$ cat src/rtl/uart_pkg.sv
// Shared UART constants (baud end values at 50 MHz) and FSM state encoding for the TX and RX paths.
// No logic; baud end value = (f_clk / baud) - 1.
package uart_pkg;

  localparam int unsigned BAUD_END_115200 = 433;
  localparam int unsigned BAUD_END_9600   = 5207;
  localparam int unsigned BAUD_END_SIM    = 28;

  typedef enum logic [2:0] {
    ST_IDLE   = 3'd0,
    ST_START  = 3'd1,
    ST_DATA   = 3'd2,
    ST_PARITY = 3'd3,
    ST_STOP   = 3'd4
  } uart_state_e;

  function automatic logic even_parity(input logic [7:0] b);
    return ^b;
  endfunction

endpackage

$ cat src/rtl/uart_baud_cnt.sv
// Bit-period counter 0..BAUD_END while enabled, o_bit_end combinational on the last count.
// Clears to 0 when disabled and wraps to 0 on every bit end; no backpressure.
module uart_baud_cnt
  import uart_pkg::*;
#(
  parameter int unsigned BAUD_END = BAUD_END_115200
) (
  input  logic sclk,
  input  logic s_rst_n,
  input  logic i_en,
  output logic o_bit_end
);

  localparam int unsigned W = $clog2(BAUD_END + 1);

  logic [W-1:0] r_cnt;
  logic         w_last;

  assign w_last    = (r_cnt == W'(BAUD_END));
  assign o_bit_end = i_en & w_last;

  always_ff @(posedge sclk or negedge s_rst_n) begin
    if (!s_rst_n) begin
      r_cnt <= '0;
    end else if (!i_en || w_last) begin
      r_cnt <= '0;
    end else begin
      r_cnt <= r_cnt + 1'b1;
    end
  end

endmodule

$ cat src/rtl/uart_tx.sv
// 8N1/8N2 UART transmitter (8E1/8E2 with UART_TX_PARITY_EN) with a one-entry holding register.
// Line goes low 2 cycles after accept; tx_ready = holding register empty, frames chain with no idle gap.
module uart_tx
  import uart_pkg::*;
#(
  parameter int unsigned BAUD_END  = BAUD_END_115200,
  parameter int unsigned STOP_BITS = 1
) (
  input  logic       sclk,
  input  logic       s_rst_n,
  input  logic [7:0] tx_data,
  input  logic       tx_valid,
  output logic       tx_ready,
  output logic       rs232_tx,
  output logic       tx_busy,
  output logic       tx_done
);

  localparam logic [2:0] LAST_STOP = 3'(STOP_BITS - 1);

  uart_state_e r_state, w_state_nxt;
  logic [7:0]  r_hold, r_shift, w_shift_nxt;
  logic [2:0]  r_bit_cnt, w_bit_cnt_nxt;
  logic        r_hold_full, r_tx, r_done;
  logic        w_bit_end, w_accept, w_load, w_done, w_tx_nxt;
`ifdef UART_TX_PARITY_EN
  logic        r_par;
`endif

  assign w_accept = tx_valid & ~r_hold_full;
  assign tx_ready = ~r_hold_full;
  assign rs232_tx = r_tx;
  assign tx_busy  = (r_state != ST_IDLE);
  assign tx_done  = r_done;

  uart_baud_cnt #(.BAUD_END(BAUD_END)) u_baud (
    .sclk      (sclk),
    .s_rst_n   (s_rst_n),
    .i_en      (r_state != ST_IDLE),
    .o_bit_end (w_bit_end)
  );

  // Accept and load never coincide on a full register, so the hold flag has one writer per cycle.
  always_ff @(posedge sclk or negedge s_rst_n) begin
    if (!s_rst_n) begin
      r_hold      <= '0;
      r_hold_full <= 1'b0;
    end else begin
      if (w_accept) begin
        r_hold <= tx_data;
      end
      r_hold_full <= w_accept | (r_hold_full & ~w_load);
    end
  end

`ifdef UART_TX_PARITY_EN
  always_ff @(posedge sclk or negedge s_rst_n) begin
    if (!s_rst_n) begin
      r_par <= 1'b0;
    end else if (w_load) begin
      r_par <= even_parity(r_hold);
    end
  end
`endif

  always_ff @(posedge sclk or negedge s_rst_n) begin
    if (!s_rst_n) begin
      r_state   <= ST_IDLE;
      r_shift   <= '0;
      r_bit_cnt <= '0;
      r_tx      <= 1'b1;
      r_done    <= 1'b0;
    end else begin
      r_state   <= w_state_nxt;
      r_shift   <= w_shift_nxt;
      r_bit_cnt <= w_bit_cnt_nxt;
      r_tx      <= w_tx_nxt;
      r_done    <= w_done;
    end
  end

  always_comb begin
    w_state_nxt   = r_state;
    w_shift_nxt   = r_shift;
    w_bit_cnt_nxt = r_bit_cnt;
    w_load        = 1'b0;
    w_done        = 1'b0;
    w_tx_nxt      = 1'b1;

    unique case (r_state)
      ST_IDLE: begin
        if (r_hold_full) begin
          w_load      = 1'b1;
          w_state_nxt = ST_START;
        end
      end
      ST_START: begin
        if (w_bit_end) begin
          w_state_nxt   = ST_DATA;
          w_bit_cnt_nxt = '0;
        end
      end
      ST_DATA: begin
        if (w_bit_end) begin
          w_shift_nxt = {1'b0, r_shift[7:1]};
          if (r_bit_cnt == 3'd7) begin
            w_bit_cnt_nxt = '0;
`ifdef UART_TX_PARITY_EN
            w_state_nxt   = ST_PARITY;
`else
            w_state_nxt   = ST_STOP;
`endif
          end else begin
            w_bit_cnt_nxt = r_bit_cnt + 3'd1;
          end
        end
      end
`ifdef UART_TX_PARITY_EN
      ST_PARITY: begin
        if (w_bit_end) begin
          w_state_nxt = ST_STOP;
        end
      end
`endif
      ST_STOP: begin
        if (w_bit_end) begin
          if (r_bit_cnt == LAST_STOP) begin
            w_done        = 1'b1;
            w_bit_cnt_nxt = '0;
            if (r_hold_full) begin
              w_load      = 1'b1;
              w_state_nxt = ST_START;
            end else begin
              w_state_nxt = ST_IDLE;
            end
          end else begin
            w_bit_cnt_nxt = r_bit_cnt + 3'd1;
          end
        end
      end
      default: w_state_nxt = ST_IDLE;
    endcase

    if (w_load) begin
      w_shift_nxt = r_hold;
    end

    // The line is registered from the next state so it switches on the same edge as the FSM.
    unique case (w_state_nxt)
      ST_START: w_tx_nxt = 1'b0;
      ST_DATA:  w_tx_nxt = w_shift_nxt[0];
`ifdef UART_TX_PARITY_EN
      ST_PARITY: w_tx_nxt = r_par;
`endif
      default:  w_tx_nxt = 1'b1;
    endcase
  end

endmodule

$ cat config.mk
export PLATFORM = sky130hd
export DESIGN_NAME = uart_tx
export DESIGN_NICKNAME = d
export VERILOG_FILES = /design/src/rtl/uart_pkg.sv /design/src/rtl/uart_baud_cnt.sv /design/src/rtl/uart_tx.sv
export SDC_FILE = /design/constraint.sdc
export NUM_CORES = 1
export LEC_CHECK = 0
export ABC_AREA = 1
export CAP_MARGIN = 20
export CORE_UTILIZATION = 35
export CTS_BUF_LIST = sky130_fd_sc_hd__clkbuf_2
export CTS_CLUSTER_DIAMETER = 40
export DETAILED_ROUTE_END_ITERATION = 6
export HOLD_SLACK_MARGIN = 0.06
export SYNTH_ARGS = -nofsm -noshare
export SYNTH_HDL_FRONTEND = slang
export SYNTH_SLANG_ARGS = --single-unit
$ cat constraint.sdc
create_clock -name sclk -period 1.5 [get_ports sclk]
set_input_delay 0.225 -clock sclk [delete_from_list [all_inputs] [get_ports sclk]]
set_output_delay 0.225 -clock sclk [all_outputs]
set_load 0.005 [all_outputs]
Yosys cells after proc, flatten, opt, wreduce, memory -nomap -nowiden
Cells that the tools add are included.

Register bits: 34. Bits in latches: 0. RAM bits: 0. ROM bits: 0. Bits of input ports: 11. Output and inout bits: 4. Logic and storage cells: 63. Memories: 0.

Add/subtract/negate cells: 2. $mul: 0. Divide/modulo/power cells: 0. Order comparisons: 0. Eq/ne operators: 10. Shift-type cells: 0. Multiplexer cells: 26. Bitwise logic cells: 6. Reductions and logical operators: 10.

Operators by type and width (count): 3-bit two-way mux (11); 8-bit two-way mux (3); 3-bit case mux with 4 select lines (1); 9-bit by 1-bit adder with 9-bit output (second input constant) (1); 9-bit equality test (second input constant) (1); 9-bit two-way mux (1); 3-bit case mux with 3 select lines (1); 1-bit two-way mux (7); 3-bit by 1-bit equality test with 1-bit output (second input constant) (2); 3-bit by 2-bit equality test with 1-bit output (second input constant) (2); 3-bit equality test (second input constant) (2); 3-bit zero test (2); 2-bit by 1-bit inequality test with 1-bit output (second input constant) (3); 3-bit nonzero test (2); 1-bit case mux with 2 select lines (2); 4-bit AND reduction (1); 2-bit nonzero test (2); 3-bit by 1-bit adder with 3-bit output (second input constant) (1); 1-bit bitwise AND (3); 1-bit inverter (2); 2-bit AND reduction (1); 1-bit zero test (1); 1-bit logical OR (1); 1-bit OR (1).

Logic depth before layout (Yosys ltp)
Gate-level depths: netlist (run 1).

Word-level depth: 7. Mapped depth: 10. Mapped depth without buffers: 10.

Hierarchy
A second synthesis (run 1) with hierarchy kept.

Cell total of the unflattened synthesis: 196. Area, all modules: 1696.6 µm².

By module, submodules not included: uart_tx (instances 1, cells an instance 128, area an instance 1188.6 µm², sequential area each 626.9 µm²); uart_baud_cnt (instances 1, cells an instance 68, area an instance 508.0 µm², sequential area each 225.2 µm²).

Worst setup path after synthesis (run 1)
No wires, ideal clock.

Path type: register -> register. Start point: register u_baud.r_cnt[1]. End point: register r_shift[2]. Setup time: 124 ps. Arrival: 1390 ps. Required time: 1376 ps. Path slack: -14 ps. Cell stages (with the launch flop): 11. Buffers on the path: 1. Clock period less this slack: 1514 ps. Path through: dfrtp_1 inv_1 ha_1 nand2_1 nor2_1 nand4_4 nand2_4 nand2_4 buf_6 nand3_2 nand3_1.

Longest elaborated chain between the ends: 6. Elaborated cells on any way between the ends: 8. Those cells by class: eq/ne: 1; mux: 3; bitwise: 1; reduce/logical: 3.

Ends and longest elaborated chain: start, declared (line uart_baud_cnt.sv:16) `logic [W-1:0] r_cnt;`; start signal, assigned (line uart_baud_cnt.sv:28) `r_cnt <= r_cnt + 1'b1;`; 9-bit equality test * (line uart_baud_cnt.sv:19) `assign w_last = (r_cnt == W'(BAUD_END));`; 1-bit bitwise AND * (line uart_baud_cnt.sv:20) `assign o_bit_end = i_en & w_last;`; 1-bit two-way mux (line uart_tx.sv:126) `if (w_bit_end) begin`; 1-bit case mux with 2 select lines (line uart_tx.sv:90) `unique case (r_state)`; 2-bit nonzero test (no source line); 2-bit AND reduction (no source line); end signal, assigned (line uart_tx.sv:75) `r_shift <= w_shift_nxt;`; end, declared (line uart_tx.sv:22) `logic [7:0] r_hold, r_shift, w_shift_nxt;`.

Every way passes the cells marked *; elsewhere a longest branch is shown, timed or not. A chain may end at the register's enable or synchronous reset.

Final worst setup path (run 1)
Start point: register r_state[0]. End point: register r_shift[7].

Longest elaborated chain between the ends: 6. Elaborated cells on any way between the ends: 11. Those cells by class: eq/ne: 2; mux: 3; bitwise: 1; reduce/logical: 5.

Ends and longest elaborated chain: start, declared (line uart_tx.sv:21) `uart_state_e r_state, w_state_nxt;`; start signal, assigned (line uart_tx.sv:74) `r_state <= w_state_nxt;`; 3-bit nonzero test (line uart_tx.sv:39) `.i_en (r_state != ST_IDLE),`; 1-bit bitwise AND (line uart_baud_cnt.sv:20); 1-bit two-way mux (line uart_tx.sv:126); 1-bit case mux with 2 select lines (line uart_tx.sv:90); 2-bit nonzero test (no source line); 2-bit AND reduction (no source line).

Parallel ways exist; a longest one is shown, timed or not.

==> results of run 1 <==
-- cell usage after synthesis --
cell       n  share of area, %
nor2_1    14               3.0
o21ai_0    2              0.58
nor3b_1    2              0.87
a21oi_1    5               1.4
ha_1       5               3.6
nand3_2    6               3.5
nand4_2    2               1.4
buf_2      1              0.29
dfrtp_1   33                48
mux2_2     6               3.9
nand3_1   24               6.9
nor2_8     1               1.2
nand2_4    4               2.6
nor2_2     2              0.72
nand4_1    2              0.72
inv_2      7               1.5
and3_1     1              0.36
nor3_2     1              0.58
nor3_4     1              0.94
dfstp_2    1               1.5
nand2_1   28               6.1
or2_2      1              0.36
o21ai_2    1              0.51
o22ai_1    1              0.36
nor3_1     6               1.7
o21bai_1   1              0.43
and2_1     1              0.36
o21ai_1    5               1.4
nor2_4     2               1.3
inv_1     10               2.2
buf_6      1              0.65
nand4_4    1               1.2
-- cell families after synthesis --
logic type | synth area share (%)
multiplexers | 3.90
buffers and inverters | 4.62
flip-flops | 49.2
adder cells (fa/ha/maj) | 3.61
AND/OR/NAND/NOR | 33.9
AO/OA/AOI/OAI | 4.77
-- layer usage --
metal  part of all wire (%)  vias to the layer above  wire length (µm)  track usage [%]
li1                       -                      705                 -                -
met1                     46                      661              1710             19.1
met2                     50                       21              1900             22.3
met3                    2.4                        6                89             3.75
met4                    1.5                        0                58             5.88
met5                      0                        -                 0                0
-- state kept, by name (all words and copies together) (netlist names) --
| signal | cells |
|---|---|
| u_baud.r_cnt | 9 |
| r_state | 3 |
| r_bit_cnt | 3 |
| r_hold_full | 1 |
| r_shift | 8 |
| tx_done | 1 |
| rs232_tx | 1 |
| r_hold | 8 |
-- worst paths after layout --
check,endpoint,slack [ps],cells past startpoint
worst max-delay path,r_shift[7],-4,7
worst min-delay path,u_baud.r_cnt[8],190,2
worst max register to register,r_shift[7],-4,7
worst min register to register,u_baud.r_cnt[0],530,1
max in group asynchronous,rs232_tx,1060,2
min in group sclk,r_hold[0],420,3
-- critical path: stages, from the launching register on --
cell and delay [ps]:
dfrtp_1 450, buf_4 170, nor3_4 230, inv_2 140
nor2_8 140, inv_2 100, nand3_1 120, o21ai_2 70
-- cells in the final DEF, fill, tap and decap left out, types with 3 or more instances in the layout --
cell / Yosys / routed
nand2_2: 0 / 6
nand3_4: 0 / 3
nand2_1: 28 / 21
clkbuf_2: 0 / 8
inv_1: 10 / 7
mux2_2: 6 / 6
dfrtp_1: 33 / 32
inv_2: 7 / 10
a21oi_1: 5 / 5
nor2_1: 14 / 12
nor2_4: 2 / 6
clkdlybuf4s50_1: 0 / 11
nand3_2: 6 / 12
ha_1: 5 / 3
buf_4: 0 / 22
nor3_4: 1 / 3
nand2_8: 0 / 3
nor3_1: 6 / 5
nand3_1: 24 / 15
o21ai_2: 1 / 3
o21ai_1: 5 / 4
buf_6: 1 / 3
nand2_4: 4 / 3
-- final cells by class --
cell class / count / share of cell area, %
flip-flops and latches: 34 / 35.3
multi-input cells: 126 / 41.5
repair buffers: 41 / 15.4
clock inverters: 1 / 0.310
well taps: 67 / 3.47
inverters: 17 / 2.64
clock buffers: 7 / 1.45
-- per-stage QoR --
step | hold WS, ps | setup TNS, ps | total power, mW | cell area (µm²)
global placement | 457 | -28.7 | 1.20 | 2050
floorplan | -70.6 | 0 | 1.12 | 1730
finish | 194 | -3.71 | 1.64 | 2420
CTS | 171 | -373 | 1.64 | 2190
global route | 158 | -687 | 1.72 | 2420
detailed placement | 466 | -168 | 1.21 | 2050
-- repair_timing --
| action | CTS | global route |
|---|---|---|
| pin swaps | 2 | 18 |
| setup endpoints to repair | 16 | 21 |
| cloned | 0 | 1 |
| buffers inserted | 8 | 8 |
| resized for setup | 12 | 39 |
-- power by group through the flow --
stage | clock network, mW | registers (mW) | logic, mW
floorplan | 0 | 1.04 | 0.0834
global placement | 0 | 1.05 | 0.150
detailed placement | 0 | 1.05 | 0.155
CTS | 0.448 | 1.03 | 0.157
global route | 0.487 | 1.06 | 0.179
finish | 0.431 | 1.04 | 0.160
==> results.py, run 1 <==
metrics = {
    "outcome": {
        "outcome": "complete, but fails checks",
        "violations": "negative setup slack",
    },
    "timing": {
        "rsz0062_at_grt": "yes",
        "setup_viol": 1,
        "layout_min_cycle_time_ps": 1500,
        "skew_ps": 25.8,
        "relSlewSlack_pct": 77.5,
        "slew_violations": 0,
        "worst_pin_slew_ps": 334,
        "hold_violations": 0,
        "period_share_pct": 100,
        "fmax_ghz": 0.665,
        "layout_setup_ws_ps": -3.71,
    },
    "routing": {
        "drt-pass1-iter-count": 4,
        "vias": 1393,
        "drc": 0,
        "routed_wl_mm": 3.76,
        "drt-vias-per-instance": 4.75,
        "postRouteAntennaNets": 0,
        "drtIter0Drc": 68,
        "wl_per_cell_um": 12.8,
    },
    "power": {
        "p_leak_nw": 1.11,
        "irDropWorstVdd_mv": 0.514,
        "pwr-share-seq_pct": 63.8,
        "pwr-share-comb_pct": 9.8,
        "power_density_nw_per_um2": 676,
        "pwr-share-clk_pct": 26.4,
        "p_int_mw": 1.21,
        "swShare_pct": 25.7,
        "p_switching_uw": 421,
    },
    "global_routing": {
        "grt_pass1_wl_mm": 5.75,
        "grt_pass1_vias": 1268,
        "antenna_found_initial": 0,
        "grt_max_degree": 35,
        "grt_overflow": 0,
        "grt_use_total_pct": 14.4,
    },
    "clocking": {
        "ctsHoldBuffers": 0,
        "cts.htree.levels": 2,
        "cts.sinks": 34,
        "clkTransAtPathRegs_ps": 190,
        "cts-root-buf": "clkbuf_2",
        "cts_tree": "done",
        "cts_buffers": 5,
        "insertion_delay_ps": 370,
        "clockBufferDepth": 2,
    },
    "finish": {
        "multi_input_area_um2": 1000,
        "synthToLayoutAreaGrowth_pct": 39.7,
        "fillers": 446,
        "fin_cells": 293,
        "drive_gt1_share_pct": 44.2,
        "seq_area_um2": 853,
        "final_util_pct": 50.9,
        "n_antenna_cell": 0,
        "nets": 241,
    },
    "floorplan": {
        "initial_core_util_pct": 36.4,
        "die_y_um": 72.3,
        "pin_count": 15,
        "floorplan.core_area_um2": 4750,
        "die_w_um": 72.3,
        "die-area_um2": 5230,
        "rows": 25,
    },
    "logic_synthesis": {
        "synth.avg_cell_area_um2": 9.73,
        "syn-instance-count": 178,
        "syn_area_um2": 1730,
        "yosysWarnings": 0,
        "syn-num-nets": 194,
        "yosysUniqueCellTypes": 32,
        "seq_area_frac_synth_pct": 49.2,
        "ys_ff_latch": 34,
    },
    "worst_setup_path": {
        "cp-startpoint": "r_state[0]",
        "start_kind": "register",
        "worstPathMaxFanout": 7,
        "end_kind": "register",
        "critPathArrivalTime_ps": 1780,
        "worstReg2RegStart": "r_state[0]",
        "required_ps": 1770,
        "path_class": "reg2reg",
    },
    "placement": {
        "hpwlAfterDp_mm": 2.42,
        "routabilityCongestion": 0.756,
        "io_buffers": 14,
        "place_inst": 270,
        "post-place-ws_ps": -36.2,
    },
    "job": {
        "drv_cap": 0,
    },
    "min_path": {
        "min_path_type": "in2async",
    },
}
Note: power is estimated with default switching activity, not from simulation.
==> run 2: changes to the inputs <==
--- a/config.mk
+++ b/config.mk
@@ -6,7 +6,7 @@
 export NUM_CORES = 1
 export LEC_CHECK = 0
 export ABC_AREA = 1
-export CAP_MARGIN = 20
+export CAP_MARGIN = 15
 export CORE_UTILIZATION = 35
 export CTS_BUF_LIST = sky130_fd_sc_hd__clkbuf_2
 export CTS_CLUSTER_DIAMETER = 40
==> results of run 2 <==
Final layout, timing and power as in run 1 (identical DEF).
==> run 3: changes to the inputs <==
==> constraint.sdc (replaced) <==
create_clock -name sclk -period 1.5 [get_ports sclk]
set_input_delay 0.15 -clock sclk [delete_from_list [all_inputs] [get_ports sclk]]
set_output_delay 0.15 -clock sclk [all_outputs]
set_load 0.005 [all_outputs]
==> results.py, run 3 (synthesis results as in run 1) <==
metrics = {
    "worst_setup_path": {
        "start_kind": "register",
        "path_delay_family": "simple AND/OR/NAND/NOR gates",
        "path_class": "reg2reg",
        "crit_buf_inv": 3,
        "end_kind": "register",
        "worstPathMaxFanout": 6,
        "critPathSlowestCell": "dfrtp_1",
        "critPathArrivalTime_ps": 1800,
        "max_stage_delay_ps": 420,
        "required_ps": 1770,
        "crit_chain": "buf_4 -> nor2_4 -> nand2_4 -> buf_4 -> nand4_4 -> nand2_8 -> buf_6 -> nand3_1 -> nand3_1",
    },
    "clocking": {
        "cts.htree.levels": 2,
        "ctsHoldBuffers": 0,
        "cts.sinks": 34,
        "cts_buffers": 5,
        "clockBufferDepth": 2,
        "clkTransAtPathRegs_ps": 180,
        "cts-root-buf": "clkbuf_2",
        "insertion_delay_ps": 360,
        "cts_tree": "done",
    },
    "global_routing": {
        "grt_max_degree": 24,
        "antenna_found_initial": 0,
        "grt_use_total_pct": 14.7,
        "grt_pass1_wl_mm": 5.95,
        "grt_pass1_vias": 1306,
        "grt_overflow": 0,
    },
    "placement": {
        "routabilityCongestion": 0.767,
        "placed_cell_area_um2": 2050,
        "post-place-ws_ps": -20.8,
        "hpwlAfterDp_mm": 2.46,
        "io_buffers": 14,
    },
    "timing": {
        "fmax_ghz": 0.652,
        "hold_violations": 0,
        "layout_setup_ws_ps": -34.3,
        "setup_viol": 6,
        "period_share_pct": 102,
        "worst_pin_slew_ps": 340,
        "skew_ps": 15.6,
        "rsz0062_at_grt": "yes",
        "holdWs_ps": 89.4,
        "slew_violations": 0,
        "relSlewSlack_pct": 77.1,
        "layout_min_cycle_time_ps": 1530,
    },
    "finish": {
        "largest_reg_flops": 9,
        "final_common_cell": "dfrtp_1",
        "seq_area_um2": 852,
        "regMostFlops": "u_baud.r_cnt",
        "drive_gt1_share_pct": 42.2,
        "fillers": 463,
        "top_regs": "u_baud.r_cnt (9), r_hold (8), r_shift (8)",
        "synthToLayoutAreaGrowth_pct": 34.0,
        "nets": 238,
        "fin_area_um2": 2320,
        "n_antenna_cell": 0,
        "multi_input_area_um2": 961,
        "final_cell_mix": "dfrtp_1 (33), buf_4 (23), nand2_1 (20), nand3_1 (15), nand3_2 (14)",
    },
    "routing": {
        "routed_wl_mm": 3.70,
        "drtIter0Drc": 77,
        "wl_per_cell_um": 12.7,
        "postRouteAntennaNets": 0,
        "drc": 0,
        "drt-vias-per-instance": 4.75,
        "vias": 1377,
        "drt-pass1-iter-count": 4,
    },
    "floorplan": {
        "floorplan.core_area_um2": 4750,
        "die_w_um": 72.3,
        "die_y_um": 72.3,
        "rows": 25,
        "initial_core_util_pct": 36.4,
        "die-area_um2": 5230,
        "pin_count": 15,
    },
    "outcome": {
        "violations": "negative setup slack",
        "outcome": "complete, but fails checks",
    },
    "power": {
        "power_density_nw_per_um2": 697,
        "pwr-share-clk_pct": 25.9,
        "pwr-share-comb_pct": 10.0,
        "irDropWorstVdd_mv": 0.377,
        "pwr-share-seq_pct": 64.1,
        "p_int_mw": 1.20,
        "swShare_pct": 25.7,
        "p_leak_nw": 1.12,
        "p_switching_uw": 416,
        "power_mw": 1.62,
    },
    "job": {
        "drv_cap": 0,
    },
    "min_path": {
        "min_path_type": "in2async",
    },
}
==> run 3: changes by cell type in the layout (fill, tap and decap cells not counted), moves of 2 or more <==
cell	previous run	this run
nand3_2	12	14
nand3_4	3	1
buf_6	3	1
buf_12	2	0
==> run 3: cell type report <==
type | instances | area share, %
multi-input cells | 126 | 41.4
flip-flops and latches | 34 | 36.7
repair buffers | 38 | 13.8
well taps | 67 | 3.61
inverters | 17 | 2.75
clock buffers | 6 | 1.29
clock inverters | 2 | 0.378
==> run 3: per-layer routing <==
layer	global-route usage, %	wire, µm
met4	4.58	29
met2	22.8	1800
met5	0	0
met3	3.47	105
met1	20.4	1760
==> run 3: power by group through the flow <==
| stage | registers, mW | logic (mW) | clock network [mW] |
|---|---|---|---|
| 2_1_floorplan | 1.04 | 0.0834 | 0 |
| 3_3_place_gp | 1.05 | 0.148 | 0 |
| 3_5_place_dp | 1.05 | 0.153 | 0 |
| 6_report | 1.04 | 0.162 | 0.419 |
| 5_1_grt | 1.05 | 0.183 | 0.484 |
| 4_1_cts | 1.03 | 0.157 | 0.438 |
==> run 3: worst reg2reg max path: stages (launching register included) <==
cell and delay [ps]:
dfrtp_1 420, buf_4 150, nor2_4 130, nand2_4 60, buf_4 150, nand4_4 120
nand2_8 90, buf_6 140, nand3_1 80, nand3_1 70
==> run 3: path summary, 6_finish.rpt <==
kind / start / to / slack (ps) / cells past startpoint
min in group sclk: tx_data[7] / r_hold[7] / 370 / 3
setup reg to reg: r_state[1] / r_shift[1] / -30 / 9
max in group asynchronous: s_rst_n / r_state[0] / 1110 / 2
hold / removal: s_rst_n / tx_done / 90 / 2
hold reg to reg: u_baud.r_cnt[0] / u_baud.r_cnt[0] / 510 / 1
setup / recovery: r_state[1] / r_shift[1] / -30 / 9
==> run 3: through the flow <==
stage	utilization [%]	TNS, ps	std cells
floorplan	-	0	178
finish	48.8	-114	290
global route	48.8	-1290	290
CTS	44.8	0	283
global placement	43.1	-47.8	271
detailed placement	43.1	-50.4	271
==> run 3: timing repair <==
item	4_1_cts	5_1_grt
cloned	0	1
setup endpoints to repair	15	18
resized for setup	7	33
buffers inserted	4	6
pin swaps	2	17
